**src/rtl/sys_array_ctrl_if.sv**
```systemverilog
// Operand and result stream handshakes for the systolic array sequencer.
// The master modport is the stream source/sink side. The slave modport is the controller side.
interface sys_array_ctrl_if #(
    parameter int DW = 8,
    parameter int CW = 16
);
    logic          in_vld;
    logic          in_rdy;
    logic [DW-1:0] a_in;
    logic [DW-1:0] b_in;
    logic          out_vld;
    logic          out_rdy;
    logic [CW-1:0] c_out;

    modport master (
        output in_vld, a_in, b_in, out_rdy,
        input  in_rdy, out_vld, c_out
    );

    modport slave (
        input  in_vld, a_in, b_in, out_rdy,
        output in_rdy, out_vld, c_out
    );
endinterface

```
**src/rtl/sys_array_ctrl.sv**
```systemverilog
// Sequencer for an M x M output-stationary systolic matmul array.
// It buffers one operand set, feeds skewed rows and columns, and drains C row-major.
module sys_array_ctrl #(
    parameter int M  = 3,
    parameter int DW = 8,
    parameter int CW = 16
) (
    input  logic              CLK,
    input  logic              rst,
    sys_array_ctrl_if.slave   bus,
    output logic [M*DW-1:0]   arr_a,
    output logic [M*DW-1:0]   arr_b,
    output logic              arr_en,
    output logic              arr_clr,
    input  logic [M*M*CW-1:0] arr_c,
    output logic              busy,
    output logic              done
);
    localparam int NE = M * M;
    localparam int NS = 3 * M - 2;
    localparam int RW = $clog2(M);
    localparam int IW = $clog2(NE);
    localparam int SW = $clog2(NS);

    localparam logic [1:0] ST_LOAD    = 2'd0;
    localparam logic [1:0] ST_CLEAR   = 2'd1;
    localparam logic [1:0] ST_COMPUTE = 2'd2;
    localparam logic [1:0] ST_DRAIN   = 2'd3;

    logic [1:0]    state;
    logic [RW-1:0] ld_row;
    logic [RW-1:0] ld_col;
    logic [SW-1:0] s_cnt;
    logic [IW-1:0] idx;
    logic          out_vld_q;
    logic [CW-1:0] c_q;

    logic [DW-1:0] a_buf [M][M];
    logic [DW-1:0] b_buf [M][M];

    logic          feed_on;
    logic [SW-1:0] feed_s;
    logic [M*DW-1:0] a_feed;
    logic [M*DW-1:0] b_feed;

    assign bus.in_rdy  = (state == ST_LOAD);
    assign bus.out_vld = out_vld_q;
    assign bus.c_out   = c_q;
    assign arr_en      = (state == ST_COMPUTE);
    assign arr_clr     = (state == ST_CLEAR);
    assign busy        = (state != ST_LOAD);

    // A is stored column-major and B row-major, so both buffers end up indexed [row][col].
    always_ff @(posedge CLK) begin
        if (state == ST_LOAD && bus.in_vld) begin
            a_buf[ld_row][ld_col] <= bus.a_in;
            b_buf[ld_col][ld_row] <= bus.b_in;
        end
    end

    // Feeds are computed for the step that the next cycle will run, so that arr_a/arr_b are registered.
    always_comb begin
        feed_on = 1'b0;
        feed_s  = '0;
        a_feed  = '0;
        b_feed  = '0;
        if (state == ST_CLEAR) begin
            feed_on = 1'b1;
        end else if (state == ST_COMPUTE && s_cnt != SW'(NS - 1)) begin
            feed_on = 1'b1;
            feed_s  = s_cnt + 1'b1;
        end
        if (feed_on) begin
            for (int unsigned i = 0; i < M; i++) begin
                for (int unsigned t = 0; t < M; t++) begin
                    if (feed_s == SW'(i + t)) begin
                        a_feed[i*DW +: DW] = a_buf[i][t];
                        b_feed[i*DW +: DW] = b_buf[t][i];
                    end
                end
            end
        end
    end

    always_ff @(posedge CLK or posedge rst) begin
        if (rst) begin
            state     <= ST_LOAD;
            ld_row    <= '0;
            ld_col    <= '0;
            s_cnt     <= '0;
            idx       <= '0;
            out_vld_q <= 1'b0;
            c_q       <= '0;
            arr_a     <= '0;
            arr_b     <= '0;
            done      <= 1'b0;
        end else begin
            done  <= 1'b0;
            arr_a <= a_feed;
            arr_b <= b_feed;
            case (state)
                ST_LOAD: begin
                    if (bus.in_vld) begin
                        if (ld_row == RW'(M - 1)) begin
                            ld_row <= '0;
                            if (ld_col == RW'(M - 1)) begin
                                ld_col <= '0;
                                state  <= ST_CLEAR;
                            end else begin
                                ld_col <= ld_col + 1'b1;
                            end
                        end else begin
                            ld_row <= ld_row + 1'b1;
                        end
                    end
                end
                ST_CLEAR: begin
                    s_cnt <= '0;
                    state <= ST_COMPUTE;
                end
                ST_COMPUTE: begin
                    if (s_cnt == SW'(NS - 1)) begin
                        // C[0][0] completed long before the last MAC, so it is safe to capture now.
                        s_cnt     <= '0;
                        idx       <= '0;
                        out_vld_q <= 1'b1;
                        c_q       <= arr_c[0 +: CW];
                        state     <= ST_DRAIN;
                    end else begin
                        s_cnt <= s_cnt + 1'b1;
                    end
                end
                ST_DRAIN: begin
                    if (bus.out_rdy) begin
                        if (idx == IW'(NE - 1)) begin
                            idx       <= '0;
                            out_vld_q <= 1'b0;
                            c_q       <= '0;
                            done      <= 1'b1;
                            state     <= ST_LOAD;
                        end else begin
                            idx <= idx + 1'b1;
                            c_q <= arr_c[(int'(idx) + 1) * CW +: CW];
                        end
                    end
                end
                default: state <= ST_LOAD;
            endcase
        end
    end
endmodule

```
**src/flat_wrapper.sv**
```systemverilog
// flat-port wrapper written by rule: the top's interface ports become plain ports
module sys_array_ctrl_flat 
#(
    parameter int M  = 3,
    parameter int DW = 8,
    parameter int CW = 16
)
  (CLK, rst, arr_a, arr_b, arr_en, arr_clr, arr_c, busy, done, bus_in_vld, bus_a_in, bus_b_in, bus_out_rdy, bus_in_rdy, bus_out_vld, bus_c_out);
  sys_array_ctrl_if #(.DW(DW), .CW(CW)) bus_i ();
  input  logic CLK;
  input  logic rst;
  output logic [M*DW-1:0] arr_a;
  output logic [M*DW-1:0] arr_b;
  output logic arr_en;
  output logic arr_clr;
  input  logic [M*M*CW-1:0] arr_c;
  output logic busy;
  output logic done;
  input wire logic [$bits(bus_i.in_vld)-1:0] bus_in_vld;
  input wire logic [$bits(bus_i.a_in)-1:0] bus_a_in;
  input wire logic [$bits(bus_i.b_in)-1:0] bus_b_in;
  input wire logic [$bits(bus_i.out_rdy)-1:0] bus_out_rdy;
  output wire logic [$bits(bus_i.in_rdy)-1:0] bus_in_rdy;
  output wire logic [$bits(bus_i.out_vld)-1:0] bus_out_vld;
  output wire logic [$bits(bus_i.c_out)-1:0] bus_c_out;
  assign bus_i.in_vld = bus_in_vld;
  assign bus_i.a_in = bus_a_in;
  assign bus_i.b_in = bus_b_in;
  assign bus_i.out_rdy = bus_out_rdy;
  assign bus_in_rdy = bus_i.in_rdy;
  assign bus_out_vld = bus_i.out_vld;
  assign bus_c_out = bus_i.c_out;
  sys_array_ctrl #(.M(M), .DW(DW), .CW(CW)) u_core (.CLK(CLK), .rst(rst), .bus(bus_i), .arr_a(arr_a), .arr_b(arr_b), .arr_en(arr_en), .arr_clr(arr_clr), .arr_c(arr_c), .busy(busy), .done(done));
endmodule
```
**config.mk**
```make
export PLATFORM = sky130hd
export DESIGN_NAME = sys_array_ctrl_flat
export DESIGN_NICKNAME = d
export VERILOG_FILES = /design/src/rtl/sys_array_ctrl_if.sv /design/src/rtl/sys_array_ctrl.sv /design/src/flat_wrapper.sv
export SDC_FILE = /design/constraint.sdc
export NUM_CORES = 1
export LEC_CHECK = 0
export CORE_UTILIZATION = 25
export DETAILED_ROUTE_END_ITERATION = 7
export GPL_TIMING_DRIVEN = 0
export MAX_ROUTING_LAYER = met4
export PLACE_DENSITY_LB_ADDON = 0.25
export SLEW_MARGIN = 20
export SYNTH_ARGS = -nofsm -noshare
export SYNTH_HDL_FRONTEND = slang
export SYNTH_SLANG_ARGS = --single-unit
export TNS_END_PERCENT = 20
```
**constraint.sdc**
```tcl
create_clock -name CLK -period 7.4 [get_ports CLK]
set_clock_uncertainty 0.05 [all_clocks]
set_input_delay 1.85 -clock CLK [delete_from_list [all_inputs] [get_ports CLK]]
set_output_delay 1.85 -clock CLK [all_outputs]
set_load 0.02 [all_outputs]
```
* Word level (Yosys, flattened, before mapping)
Memory sizes are Yosys's and may differ from the RTL's. Cells that the tools add are included.
Word-level totals: bits in registers 79, input port bits 164, logic and storage cells 113, bits in writable memories 144, memories 2, output and inout port bits 70
Operators by class: eq/ne operators 18, reduce and logical (&&, ||, !) cells 14, $lt $le $gt $ge 4, shift-type cells 1, bitwise gates (word level) 2, $add $sub $neg 5, multiplexer cells 57
Memory list:
- u_core.a_buf | words 3, bits a word 24, read ports 3, clocked after Yosys merged registers in 0, write ports 1, line sys_array_ctrl.sv:38 | logic [DW-1:0] a_buf [M][M];
- u_core.b_buf | words 3, bits a word 24, read ports 3, clocked after Yosys merged registers in 0, write ports 1, line sys_array_ctrl.sv:39 | logic [DW-1:0] b_buf [M][M];
Operators by type and width (count):
- $mux W8 | 20
- $shiftx A144 B32 Y16 | 1
- $mux W24 | 4
- $mux W16 | 3
- $demux W8 S2 | 2
- $pmux W16 S2 | 1
- $mux W2 | 8
- $mux W4 | 3
- $mux W1 | 9
- $mux W3 | 3
- $eq A2 B2 Y1 const B | 4
- $ne A2 B1 Y1 const B | 4
- $pmux W2 S4 | 1
- $pmux W4 S2 | 1
- $eq A3 B2 Y1 const B | 2
- $eq A3 B3 Y1 const B | 2
- $ge A3 B3 Y1 const B | 2
- $lt A3 B1 Y1 const B | 2
- $not A2 Y3 | 2
- $pmux W3 S2 | 1
- $reduce_and A3 Y1 | 2
- $reduce_and A6 Y1 | 1
- $reduce_bool A2 Y1 | 3
- $add A4 B1 Y5 const B | 1
- 14 further kinds | 19

* Depth between registers and ports, before layout
Gate-level depths: netlist of the first run.
depth after elaboration 9, mapped depth 11, mapped depth without buffers 6

* Least setup slack after synthesis of the first run
OpenSTA, ideal clock, no wires.
path kind input -> register, from input bus_in_vld, to memory u_core.a_buf[1][16] (netlist bit), enable pin, arrival 3.378 ns, library setup time 0.398 ns, path slack 3.574 ns, required time 6.952 ns, path buffers 1, stages 4, cells stage by stage nand2_1 > or2_2 > clkbuf_1 > nor4b_1
On the way: longest elaborated chain between the ends 3
Ends and longest elaborated chain:
- start: declaration | line flat_wrapper.sv:19 | input wire logic [$bits(bus_i.in_vld)-1:0] bus_in_vld;
- $logic_and A1 B1 Y1 | line sys_array_ctrl.sv:55 | if (state == ST_LOAD && bus.in_vld) begin
- $mux W1 | line sys_array_ctrl.sv:55
- $mux W24 (not written as such) | line sys_array_ctrl.sv:56 | a_buf[ld_row][ld_col] <= bus.a_in;
- end: declaration | line sys_array_ctrl.sv:38
Every way passes these cells.

* Final worst setup path of the first run
from register u_core.state[0], to output arr_en
On the way: longest elaborated chain between the ends 1
Ends and longest elaborated chain:
- start: declaration | line sys_array_ctrl.sv:30 | logic [1:0] state;
- start signal: assignment | line sys_array_ctrl.sv:87 | state <= ST_LOAD;
- start signal: assignment | line sys_array_ctrl.sv:108 | state <= ST_CLEAR;
- start signal: assignment | line sys_array_ctrl.sv:119 | state <= ST_COMPUTE;
- $eq A2 B2 Y1 | line sys_array_ctrl.sv:49 | assign arr_en = (state == ST_COMPUTE);
- end: declaration | line flat_wrapper.sv:14 | output logic arr_en;
Every way passes these cells.

==> results of run 1 <==
[power by group]
| group | internal [mW] | switching (mW) | total (mW) |
|---|---|---|---|
| logic | 0.772 | 0.993 | 1.77 |
| registers | 1.52 | 0.0759 | 1.59 |
| clock network | 0.733 | 0.507 | 1.24 |
[cell type report]
class	instances	area, µm²
Buffer	41	247.7
Clock buffer	37	700.7
Fill cell	3635	24200
Inverter	11	46.29
Tap cell	511	639.4
Sequential cell	223	6301
Clock inverter	9	122.6
Timing Repair Buffer	240	2395
Multi-Input combinational cell	349	3098
[metrics by stage]
step	std cells	worst slack, ps
after floorplan	624	3477
after global placement	1368	1707
after detailed placement	1375	2854
after CTS	1421	3295
after global routing	1421	3232
final	1421	3341
[placed cells by master, fill, tap and decap left out, types with 3 or more instances in the layout]
cell	n
buf_2	13
mux2i_1	36
nand2b_1	4
buf_6	7
nor3_1	8
clkdlybuf4s50_1	233
nor4_2	4
nand3_1	37
ha_1	9
a22oi_2	10
o2bb2ai_1	6
mux2_2	3
nand2_1	11
inv_1	10
clkbuf_1	23
nor2_1	60
nor3_2	15
edfxtp_1	144
inv_6	3
a221oi_2	10
dfrtp_1	79
a22oi_1	5
a21oi_1	18
buf_4	10
clkbuf_16	25
mux4_2	30
nor2b_1	5
buf_1	3
o21ai_0	26
clkbuf_8	3
o2bb2ai_2	10
a221oi_1	6
[critical path: stages, from the launching register on]
cell and delay (ps):
dfrtp_1 400, inv_1 130, ha_1 420, clkdlybuf4s50_1 680
[cell families after synthesis]
kind of cell    share of synthesized area [%]
simple gates                            8.943
mux                                     11.23
compound gates                          10.01
xor+xnor                               0.1820
fa+ha+maj                               1.170
flops                                   65.46
buf+inv                                 3.003
[metal layers]
layer	wire length, µm	GRT usage [%]
met5	0	-
met3	1902	3.049
met4	444	3.273
met2	13510	24.35
met1	11540	16.65
[sequential cells by signal, indices dropped and copies added (netlist names)]
signal              flops
u_core.a_buf           72
u_core.arr_a           24
u_core.arr_b           24
u_core.b_buf           72
u_core.bus.c_out       16
u_core.bus.out_vld      1
u_core.done             1
u_core.idx              4
u_core.ld_col           2
u_core.ld_row           2
u_core.s_cnt            3
u_core.state            2
[worst min-delay path by stage]
stage	endpoint	cells past startpoint	start	slack, ps
6_report	u_core.arr_a[16]$_DFF_PP0_	1	u_core.a_buf[2][0]$_DFFE_PP_	410
5_1_grt	u_core.arr_a[16]$_DFF_PP0_	1	u_core.a_buf[2][0]$_DFFE_PP_	430
4_1_cts	u_core.arr_a[19]$_DFF_PP0_	1	u_core.a_buf[2][3]$_DFFE_PP_	420
3_5_place_dp	u_core.arr_a[19]$_DFF_PP0_	1	u_core.a_buf[2][3]$_DFFE_PP_	400
3_3_place_gp	u_core.arr_a[16]$_DFF_PP0_	1	u_core.a_buf[2][0]$_DFFE_PP_	410
2_1_floorplan	u_core.arr_a[16]$_DFF_PP0_	1	u_core.a_buf[2][0]$_DFFE_PP_	380
==> metrics, run 1 <==
status finished, final reports clean; Max H-tree Level 1; Mapped Area between 9000 and 10000 µm²; Setup Crit Path Kind flip-flop to output pin; cell row count a little over 70; Final ANT Viol Nets 0; Critical Path Source Type flip-flop; power density cells approximately 340 nW/µm²; # clock sinks ~220; CP endpoint kind output pin; vias in the first global route ~6800; largest cells by area after synthesis edfxtp_1, dfrtp_1, mux4_2; GPL Wtd Cong roughly 0.77; Critical Path Fanout Max 9; synth cell count leaders edfxtp_1, dfrtp_1, nor2_1; Vias 6287; DRC violations left 0; CP endpoint arr_en; largest net degree at the start of global routing 42; Cell variety after synth 57; first-pass GRT wire length 40480 µm; final global-route overflow total 0; Data required, critical path ~5500 ps; RR Endpoint u_core.arr_b[7]$_DFF_PP0_; Worst-Margin Slew a little under 1000 ps; Final Max Tran Viols 0; final hold violations 0; Syn Nets 797; post-cts sizing count 0; setup TNS 0 ps; worst rel slew slack between 30 and 40%; Longest Clk Path Bufs 3; share of layout cells above drive strength 1 18.02%; Crit. Startpoint u_core.state[0]$_DFFE_PP0P_; Peak Freq about 250 MHz; Root Driver clkbuf_16; VDD IR-drop max 0.1646 mV; diode count 0; area delta synth->final 40.78%; GRT Overall Usage ~14%; Reg clk slew, reported paths about 60 ps; final WL roughly 27000 µm; Synth top area share approximately 45%; initial core utilization between 20% and 30%; post-synth top area cell edfxtp_1; CTS tree built; fin util a little over a third; Register-to-Register Path Depth 9; Port Buffers around 230; fin crit period around 4000 ps; Syn Inst Count between 600 and 700; clk_lat worst skew around 530 ps; Placed Area around 13000 µm²; Avg WL per Cell approximately 19 µm; Synth Warn # 0; number of nets in the layout about 1100; Top-Level Pins 234; First DRT Iteration DRCs between 200 and 250; Max-cap violations 0; Synth Flop Type edfxtp_1; sequential area share after synthesis 65.46%; initial antenna violation count 0; #FFs+latches synth ~220; die area 39290 µm²; detailed placer's ending HPWL just over 20000 µm; Critical Path AT 2160 ps; syn_area_per_cell about 15 µm²; ratio of final minimum period to clock period between 50% and 60%; total leakage power roughly 4.8 nW; number of flops mapped to enable cells by yosys 144; most common cell in the netlist edfxtp_1; final setup violation count 0; worst hold slack about 410 ps; die width slightly below 200 µm; Via density 4.424; post-CTS setup buffer count 0; Async S/R FF share, synth 35.43%; RR Startpoint u_core.s_cnt[0]$_DFFE_PP0P_; Worst R2R Setup Slack about 4300 ps; Hold Path Class flip-flop to flip-flop; Core Region about 38000 µm²; CTS Buf Count 25; RSZ-0062 raised after global routing no; Post-CTS Hold Buffers 0; Pre-Repair DR Iteration Count 4; Total Power 4.599 mW; post-route cell area about 14000 µm²; Die Ht 198.2 µm
Note: power is estimated with default switching activity, not from simulation.
==> inputs of run 2 (changes only) <==
==> constraint.sdc (replaced) <==
create_clock -name CLK -period 3.4 [get_ports CLK]
set_clock_uncertainty 0.05 [all_clocks]
set_input_delay 0.85 -clock CLK [delete_from_list [all_inputs] [get_ports CLK]]
set_output_delay 0.85 -clock CLK [all_outputs]
set_load 0.02 [all_outputs]
==> results of run 2 <==
Same layout as run 1 (identical final DEF). Status: finished, final reports clean.
Among the figures that moved: setup slack after placement 2854 ps -> -146.2 ps; setup slack after layout 3341 ps -> 280.0 ps; start point of the critical path u_core.state[0]$_DFFE_PP0P_ -> u_core.s_cnt[0]$_DFFE_PP0P_; end point of the critical path arr_en -> u_core.arr_b[7]$_DFF_PP0_; register-to-register setup slack 4280 ps -> 280 ps; total power 4.599 mW -> 10.01 mW; worst IR drop on VDD 0.1646 mV -> 0.3583 mV
==> inputs of run 3 (changes only) <==
--- a/config.mk
+++ b/config.mk
@@ -14,4 +14,4 @@
 export SYNTH_ARGS = -nofsm -noshare
 export SYNTH_HDL_FRONTEND = slang
 export SYNTH_SLANG_ARGS = --single-unit
-export TNS_END_PERCENT = 20
+export TNS_END_PERCENT = 1
==> results of run 3 <==
Same layout as run 1 (identical final DEF). Status: finished, final reports clean.
Among the figures that moved: setup slack after placement 2854 ps -> -146.2 ps; setup slack after layout 3341 ps -> 280.0 ps; start point of the critical path u_core.state[0]$_DFFE_PP0P_ -> u_core.s_cnt[0]$_DFFE_PP0P_; end point of the critical path arr_en -> u_core.arr_b[7]$_DFF_PP0_; register-to-register setup slack 4280 ps -> 280 ps; total power 4.599 mW -> 10.01 mW; worst IR drop on VDD 0.1646 mV -> 0.3583 mV
==> RTL change: new RTL, config.mk and constraints of run 2 <==
`CW` is set to 16 in 3 places; all go to 24.
--- a/src/rtl/sys_array_ctrl_if.sv
+++ b/src/rtl/sys_array_ctrl_if.sv
@@ -4,3 +4,3 @@
     parameter int DW = 8,
-    parameter int CW = 16
+    parameter int CW = 24
 );
--- a/src/rtl/sys_array_ctrl.sv
+++ b/src/rtl/sys_array_ctrl.sv
@@ -5,3 +5,3 @@
     parameter int DW = 8,
-    parameter int CW = 16
+    parameter int CW = 24
 ) (
--- a/src/flat_wrapper.sv
+++ b/src/flat_wrapper.sv
@@ -5,3 +5,3 @@
     parameter int DW = 8,
-    parameter int CW = 16
+    parameter int CW = 24
 )
Interface: changed (resized arr_c and bus_c_out); port bits go from 234 to 314. The function was not compared with the original's and may differ.
==> RTL change against run 2 <==
The flow now finishes with violations (setup timing). Routed wire length increased to 3.8 times the old value. Final area increased by 66%. Combinational power increased to 2.7 times the old value. Sequential cell count increased by 8. Synthesized area increased by 58%. Setup slack got worse by 0.87 ns. Utilization increased by 2.0 points. Power increased by 70%. Critical path type unchanged.
==> RTL change: results (changes against run 2) <==
\begin{tabular}{lr}
\hline
Metric & Value \\
\hline
\multicolumn{2}{l}{\textbf{Run status}} \\
Result of the run & finished, violations left (was completed) \\
Violations in the final reports & setup timing \\
\multicolumn{2}{l}{\textbf{Yosys}} \\
Ranking of synthesized cells by area & sky130\_fd\_sc\_hd\_\_edfxtp\_1, sky130\_fd\_sc\_hd\_\_dfrtp\_1, sky130\_fd\_sc\_hd\_\_mux4\_2, sky130\_fd\_sc\_hd\_\_mux2i\_1, sky130\_fd\_sc\_hd\_\_o21ai\_0 (was sky130\_fd\_sc\_hd\_\_edfxtp\_1, sky130\_fd\_sc\_hd\_\_dfrtp\_1, sky130\_fd\_sc\_hd\_\_mux4\_2, sky130\_fd\_sc\_hd\_\_mux2i\_1, sky130\_fd\_sc\_hd\_\_nor2\_1) \\
Share of cell area taken by muxes after synthesis & 15.6\% (was 11.2\%) \\
Count of different cell masters after synthesis & 89 (was 57) \\
Post-synthesis net count & 1700 (was 797) \\
\multicolumn{2}{l}{\textbf{Place}} \\
Placement-stage cell area & 19600 µm² (was 12700 µm²) \\
Post-detail-place hpwl & 76.7 mm (was 20.5 mm) \\
\multicolumn{2}{l}{\textbf{Global route}} \\
Vias in the first global route & 16257 (was 6766) \\
Largest net degree at the start of global routing & 64 (was 42) \\
Global Route met3 Usage & 8.58\% (was 3.05\%) \\
Met1 routing resource usage after global routing & 40.0\% (was 16.6\%) \\
\multicolumn{2}{l}{\textbf{Layout}} \\
Share of layout cells above drive strength 1 & 23.6\% (was 18.0\%) \\
Number of signal-net inverters in the final layout & 37 (was 11) \\
\#MultiIn Comb & 1044 (was 349) \\
Area of the multi-input gates & 8840 µm² (was 3100 µm²) \\
Signal buf overhead & 23.0\% (was 19.5\%) \\
Ant. Diodes & 6 (was 0) \\
\multicolumn{2}{l}{\textbf{Routing}} \\
TritonRoute pass-1 iters & 6 (was 4) \\
Routed length on met2 & 46.1 mm (was 13.5 mm) \\
\multicolumn{2}{l}{\textbf{Min path}} \\
Count of cells along the worst hold path & 2 (was 1) \\
Hold-critical path endpoint & u\_core.arr\_b[16] (was u\_core.arr\_a[16]) \\
\multicolumn{2}{l}{\textbf{Timing}} \\
Tightest hold margin & 0.417 ns (was 0.415 ns) \\
Crit path setup slack, layout & -0.594 ns (was 0.280 ns) \\
Final setup violation count & 24 (was 0) \\
\multicolumn{2}{l}{\textbf{Setup path}} \\
Slowest stage delay, CP & 0.44 ns (was 0.56 ns) \\
Crit Reg-Reg Startpoint & u\_core.idx[0] (was u\_core.s\_cnt[0]) \\
\hline
\end{tabular}
[RTL change: changes by cell type after synthesis, sizes merged, moves of 21 or more]
cell    change
nand2      +71
mux2i      +64
a21oi      +58
o21ai      +58
buf        +52
a31oi      +45
clkbuf     +42
o22ai      +40
nor2       +39
nor3       +37
a222oi     +33
inv        +25
mux4       +21
nand2b     +21
[RTL change: what timing repair did]
item | 4_1_cts | 5_1_grt
gates cloned | 5 | 0
endpoints found under the setup margin | 25 | 28
hold endpoints to repair | 0 | 0
setup buffers | 60 | 6
pin swaps | 62 | 21
resized for setup | 286 | 42
[RTL change: through the flow]
step           setup TNS, ns  power [mW]
4_1_cts               -10.65        16.5
5_1_grt               -10.92        17.4
3_3_place_gp         -188.40        13.1
2_1_floorplan          -1.52        8.69
3_5_place_dp          -46.04        13.0
6_report              -10.62        17.0
[RTL change: worst min-delay path, delay by kind of cell, from the launching register on]
family	cells	cell delay, ns
buf+inv	1	0.05
flops	1	0.32
compound gates	1	0.07
